==> src/rtl/pwm_gen.sv <==
// -----------------------------------------------------------------------------
// pwm_gen -- programmable PWM generator with a double-buffered configuration.
//
// A period counter runs while enabled and produces a registered PWM waveform
// that is high for act_high clocks and low for the rest of act_period clocks.
// New settings arrive through a valid/ready handshake into a shadow register
// and are only promoted to the active pair at a period boundary (counter wrap)
// or on the transition from IDLE into RUN, so a period is never torn.
//
// Parameters
//   CNT_WIDTH      width of the counter and of every configuration value
//   DEFAULT_PERIOD active period (clocks) after reset
//   DEFAULT_HIGH   active high time (clocks) after reset
//
// Ports
//   pwd_clk       in   single clock, rising-edge
//   sysreset      in   asynchronous, active-high reset
//   enable        in   run request; low forces IDLE
//   cfg_period    in   requested period in clocks (0/1 are clamped to 2)
//   cfg_high      in   requested high time in clocks
//   cfg_valid     in   configuration offer
//   cfg_ready     out  shadow register empty; transfer = cfg_valid & cfg_ready
//   pwm_out       out  registered PWM waveform
//   period_start  out  one-cycle pulse in the first cycle of every period
//   cfg_applied   out  one-cycle pulse when the shadow becomes active
// -----------------------------------------------------------------------------
module pwm_gen #(
    parameter int unsigned CNT_WIDTH      = 32,
    parameter int unsigned DEFAULT_PERIOD = 1000,
    parameter int unsigned DEFAULT_HIGH   = 500
) (
    input  logic                 pwd_clk,
    input  logic                 sysreset,
    input  logic                 enable,
    input  logic [CNT_WIDTH-1:0] cfg_period,
    input  logic [CNT_WIDTH-1:0] cfg_high,
    input  logic                 cfg_valid,
    output logic                 cfg_ready,
    output logic                 pwm_out,
    output logic                 period_start,
    output logic                 cfg_applied
);

    localparam logic [CNT_WIDTH-1:0] ZERO       = '0;
    localparam logic [CNT_WIDTH-1:0] ONE        = CNT_WIDTH'(1);
    localparam logic [CNT_WIDTH-1:0] TWO        = CNT_WIDTH'(2);
    localparam logic [CNT_WIDTH-1:0] DEF_PERIOD = CNT_WIDTH'(DEFAULT_PERIOD);
    localparam logic [CNT_WIDTH-1:0] DEF_HIGH   = CNT_WIDTH'(DEFAULT_HIGH);

    typedef enum logic {
        IDLE = 1'b0,
        RUN  = 1'b1
    } state_t;

    // Registered state
    state_t               state;
    logic [CNT_WIDTH-1:0] cnt;
    logic [CNT_WIDTH-1:0] act_period;
    logic [CNT_WIDTH-1:0] act_high;
    logic [CNT_WIDTH-1:0] shd_period;
    logic [CNT_WIDTH-1:0] shd_high;
    logic                 pending;

    // Next-state values
    state_t               state_next;
    logic [CNT_WIDTH-1:0] cnt_next;
    logic [CNT_WIDTH-1:0] act_period_next;
    logic [CNT_WIDTH-1:0] act_high_next;
    logic [CNT_WIDTH-1:0] shd_period_next;
    logic [CNT_WIDTH-1:0] shd_high_next;
    logic                 pending_next;
    logic                 pwm_next;
    logic                 period_start_next;
    logic                 cfg_applied_next;

    // Handshake and capture helpers
    logic                 transfer;
    logic                 wrap;
    logic                 apply;
    logic                 period_clamp;
    logic [CNT_WIDTH-1:0] cap_period;
    logic [CNT_WIDTH-1:0] cap_high;

    assign cfg_ready = ~pending;
    assign transfer  = cfg_valid & ~pending;

    // cnt never exceeds act_period-1 and act_period is always >= 2, so the
    // subtraction cannot underflow.
    assign wrap = (cnt == act_period - ONE);

    // Periods of 0 or 1 are widened to 2. A requested high time of 1 on such
    // a period already covered the whole period, so it is widened with it to
    // keep the output constant high; a high time of 0 stays constant low.
    assign period_clamp = (cfg_period < TWO);
    assign cap_period   = period_clamp ? TWO : cfg_period;
    assign cap_high     = (period_clamp && (cfg_high == ONE)) ? TWO : cfg_high;

    // -------------------------------------------------------------------------
    // Next-state / output logic
    // -------------------------------------------------------------------------
    always_comb begin
        // NOTE: every variable gets a default first so no path can leave one
        // unassigned, which would otherwise infer a latch.
        state_next        = state;
        cnt_next          = cnt;
        act_period_next   = act_period;
        act_high_next     = act_high;
        shd_period_next   = shd_period;
        shd_high_next     = shd_high;
        pending_next      = pending;
        pwm_next          = 1'b0;
        period_start_next = 1'b0;
        cfg_applied_next  = 1'b0;
        apply             = 1'b0;

        case (state)
            IDLE: begin
                cnt_next = ZERO;
                if (enable) begin
                    state_next        = RUN;
                    apply             = pending;
                    period_start_next = 1'b1;
                end
            end
            RUN: begin
                if (!enable) begin
                    // Partial period is abandoned; the shadow is kept.
                    state_next = IDLE;
                    cnt_next   = ZERO;
                end else if (wrap) begin
                    cnt_next          = ZERO;
                    apply             = pending;
                    period_start_next = 1'b1;
                end else begin
                    cnt_next = cnt + ONE;
                end
            end
            default: begin
                state_next = IDLE;
                cnt_next   = ZERO;
            end
        endcase

        // apply needs pending=1 and transfer needs pending=0, so they never
        // coincide; a transfer landing on a wrap edge is therefore only seen
        // at the following wrap.
        if (apply) begin
            act_period_next  = shd_period;
            act_high_next    = shd_high;
            pending_next     = 1'b0;
            cfg_applied_next = 1'b1;
        end

        if (transfer) begin
            shd_period_next = cap_period;
            shd_high_next   = cap_high;
            pending_next    = 1'b1;
        end

        // Compared against the values that will be active next cycle, so the
        // registered output lines up with the registered counter. With
        // act_high >= act_period the compare is true for every cnt, giving a
        // glitch-free constant high across the wrap.
        if (state_next == RUN) begin
            pwm_next = (cnt_next < act_high_next);
        end
    end

    // -------------------------------------------------------------------------
    // State register
    // -------------------------------------------------------------------------
    // NOTE: sequential state uses non-blocking assignments so all registers
    // update together from the values computed before the edge.
    // NOTE: the shadow pair is reset as well even though pending=0 already
    // masks it, so no unknown value can ever reach the active pair.
    always_ff @(posedge pwd_clk or posedge sysreset) begin
        if (sysreset) begin
            state        <= IDLE;
            cnt          <= ZERO;
            act_period   <= DEF_PERIOD;
            act_high     <= DEF_HIGH;
            shd_period   <= DEF_PERIOD;
            shd_high     <= DEF_HIGH;
            pending      <= 1'b0;
            pwm_out      <= 1'b0;
            period_start <= 1'b0;
            cfg_applied  <= 1'b0;
        end else begin
            state        <= state_next;
            cnt          <= cnt_next;
            act_period   <= act_period_next;
            act_high     <= act_high_next;
            shd_period   <= shd_period_next;
            shd_high     <= shd_high_next;
            pending      <= pending_next;
            pwm_out      <= pwm_next;
            period_start <= period_start_next;
            cfg_applied  <= cfg_applied_next;
        end
    end

endmodule

==> config.mk <==
export PLATFORM = sky130hd
export DESIGN_NAME = pwm_gen
export DESIGN_NICKNAME = d
export VERILOG_FILES = /design/src/rtl/pwm_gen.sv
export SDC_FILE = /design/constraint.sdc
export NUM_CORES = 1
export LEC_CHECK = 0
export BUFFER_PORTS_ARGS = -buffer_cell sky130_fd_sc_hd__clkbuf_2
export CORE_MARGIN = 5
export CORE_UTILIZATION = 45
export DETAILED_ROUTE_END_ITERATION = 8
export PLACE_DENSITY_LB_ADDON = 0.15
export SLEW_MARGIN = 20
export SYNTH_ARGS = -nofsm -noshare
export SYNTH_HDL_FRONTEND = slang
export SYNTH_SLANG_ARGS = --single-unit
==> constraint.sdc <==
create_clock -name pwd_clk -period 10.2 [get_ports pwd_clk]
set_input_delay 2.04 -clock pwd_clk [delete_from_list [all_inputs] [get_ports pwd_clk]]
set_output_delay 2.04 -clock pwd_clk [all_outputs]
set_load 0.05 [all_outputs]
==> results.tsv <==
stage	metric	value	unit
sta	worstMarginPinSlew	0.932	ns
synth	synth_edf_count	0	
worst_setup_path	timing.rr.start	act_period[0]	
power	ir_drop	0.142	mV
grt	use_met1	25.6	%
grt	grt_pass1_wl	33000	um
cts	cts_hold_buffers	0	
synth	syn_avg_cell_area	11.6	sq um
worst_setup_path	path_max_fanout	65	
detailed_routing	num_vias	5990	
place	dp_hpwl	15100	um
place	place_inst	1068	
worst_setup_path	path_common_cell	a21o_1	
power	p_total	2.15	mW
worst_setup_path	worst_setup_path_end_kind	flip-flop	
synth	async_flop_share	100	%
floorplanning	rows	51	
cts	clk_path_buf_depth	2	
synth	synth_top_area_share	39.9	%
finish	drive_gt1_share	29.7	%
detailed_routing	route.detailed.drc	0	
worst_setup_path	cp_top_family	compound AO/OA/AOI/OAI gates	
synth	synthesis.instances	764	
grt	gr-usage-all-layers	18.8	%
synth	ys_types	59	
power	p_per_area	217	mW/mm^2
synth	yosysTopAreaCell	dfrtp_1	
finish	finalNonFillerCells	1100	
place	pre_cts_slack	3.23	ns
sta	setup_viol	0	
worst_setup_path	crit_arrival	7.42	ns
worst_setup_path	crit_chain	inv_1, ha_1, nor3b_1, nand4_1, or4_1, a2111oi_0, o2111ai_1, a2111oi_2, a41o_1, and2_4, mux2i_1, ha_1, a21o_1, a21o_1, a21o_1, a21o_1, a21o_1, a211oi_1, o32a_1, o211ai_1, a211oi_1	
cts	cts-resized-gates	0	
cts	cts_made_buffers	17	
run	max_cap_viol_count	0	
floorplanning	io_pins	72	
finish	layout_commonest_cell	dfrtp_1	
sta	maxSlewViolCount	0	
floorplanning	start_util	45.6	%
grt	gr-usage-met2	30.7	%
sta	fin_crit	7.10	ns
detailed_routing	antenna_left	0	
worst_setup_path	crit_path_max_incr_delay	0.83	ns
floorplanning	die_y	150	um
cts	cts_tree	done	
floorplanning	core-area	0.0194	sq mm
worst_setup_path	critical_path_buf_inv_count	1	
power	total_leakage_power	4.19	nW
grt	first_global_vias	6265	
sta	finalSetupTns	0	ns
grt	globalRouteOverflowTotal	0	
finish	area_delta_synth_final	12.0	%
cts	clk_latency	0.43	ns
finish	nNetsFinal	923	
finish	num_antenna_cells	0	
cts	cts-root-buf	clkbuf_16	
synth	synth_flop_cell	dfrtp_1	
grt	antenna_found_initial	0	
detailed_routing	drt-initial-drc-count	331	
sta	setup_ws	3.10	ns
sta	fin_crit_sh	69.6	%
floorplanning	die_width	150	um
hold_path	holdCritStartpoint	act_high[13]	
sta	finalClockSkew	0.0154	ns
cts	cts.sinks	165	
grt	grt_max_degree	91	
synth	ys_top_cells_by_area	dfrtp_1, mux2_2, dfstp_2	
synth	ys_seq_elements	165	
synth	syn_area	0.00884	sq mm
grt	grt_use_met3	3.49	%
worst_setup_path	critPathLaunch	act_period[0]	
synth	yosys_warnings	0	
detailed_routing	viasPerCell	5.45	
synth	syn_nets	865	
grt	grt_busiest_layer	met2	
worst_setup_path	timing.critical_path.slowest_stage_cell	and2_4	
floorplanning	die_area	0.0226	sq mm
synth	synth-seq-area-share	47.0	%
run_status	outcome	finished, final reports clean	
detailed_routing	wl_per_cell	18.4	um
detailed_routing	drt_pre_antenna_iters	4	
place	gp_congestion	0.877	
sta	rsz0062_at_grt	false	
place	port_buffers	71	
detailed_routing	wirelength	20200	um
hold_path	hp-class	reg2reg	
sta	hold_viol	0	
worst_setup_path	path_class	reg2reg	
cts	path_clk_slew	0.07	ns
cts	ctsHtreeMaxLevel	4	
worst_setup_path	start_kind	flip-flop	
cts	post-cts-setup-buffer-count	0	
sta	max_freq	0.141	GHz
sta	slew_headroom	37.8	%
worst_setup_path	required	10.52	ns
finish	final_cell_mix	dfrtp_1, mux2_2, clkbuf_2	
registers in the layout (all words and copies together), names as in the netlist:
register and cells:
act_period 32, pwm_out 1, cfg_applied 1, cnt 32, period_start 1, shd_high 32
act_high 32, shd_period 32, state 1, pending 1
layout make-up:
| class | count | area, sq um |
|---|---|---|
| clock buffers | 18 | 429 |
| inverters | 22 | 87.6 |
| well taps | 265 | 332 |
| fillers | 1766 | 9490 |
| clock inverters | 14 | 161 |
| multi-input cells | 542 | 4360 |
| flip-flops and latches | 165 | 4160 |
| repair buffers | 74 | 378 |
logic make-up (layout without fill, tap and decap cells):
kind of cell	after synthesis	in the layout	synth area share, %
flops	165	165	47.0
simple gates	214	214	12.8
xor+xnor	64	64	6.34
fa+ha+maj	33	33	4.67
mux	156	156	19.4
compound gates	75	75	5.99
buf+inv	57	128	3.78
through the flow:
stage	instance area, sq um	utilization (%)	hold slack [ns]
4_1_cts	9910	51.1	0.492
6_report	9910	51.1	0.491
2_1_floorplan	8840	-	0.453
3_3_place_gp	9320	48.0	0.467
5_1_grt	9910	51.1	0.505
3_5_place_dp	9320	48.0	0.474
synthesized netlist by cell type (all sizes together) (16+ instances only):
| cell type | number |
|---|---|
| mux2 | 120 |
| xnor2 | 29 |
| nand4 | 16 |
| buf | 19 |
| clkbuf | 16 |
| ha | 33 |
| nand3 | 28 |
| nor4 | 29 |
| inv | 22 |
| nand2 | 21 |
| xor2 | 35 |
| mux2i | 36 |
| dfrtp | 141 |
| dfstp | 24 |
| nor2 | 56 |
routing by layer:
layer / vias to the layer above / routed length (um) / part of all wire (%)
met5: - / 0 / 0
li1: 2920 / - / -
met2: 102 / 9570 / 47
met4: 0 / 419 / 2.1
met3: 25 / 569 / 2.8
met1: 2943 / 9630 / 48
final timing paths:
path	to	slack (ns)	cells after the start
min in group asynchronous	shd_period[11]	1.76	2
worst max-delay path	pwm_out	3.10	21
worst min-delay path	act_high[13]	0.49	1
worst max register to register	pwm_out	3.10	21
worst min register to register	act_high[13]	0.49	1
max in group asynchronous	act_high[22]	7.00	3
power breakdown:
group	switching [mW]	leakage, nW	internal, mW	total (mW)
registers	0.165	1.98	0.853	1.02
logic	0.232	1.92	0.266	0.497
clock network	0.306	0.284	0.330	0.635
total	0.702	4.19	1.45	2.15
No activity file was read; power rests on OpenSTA's default activity.
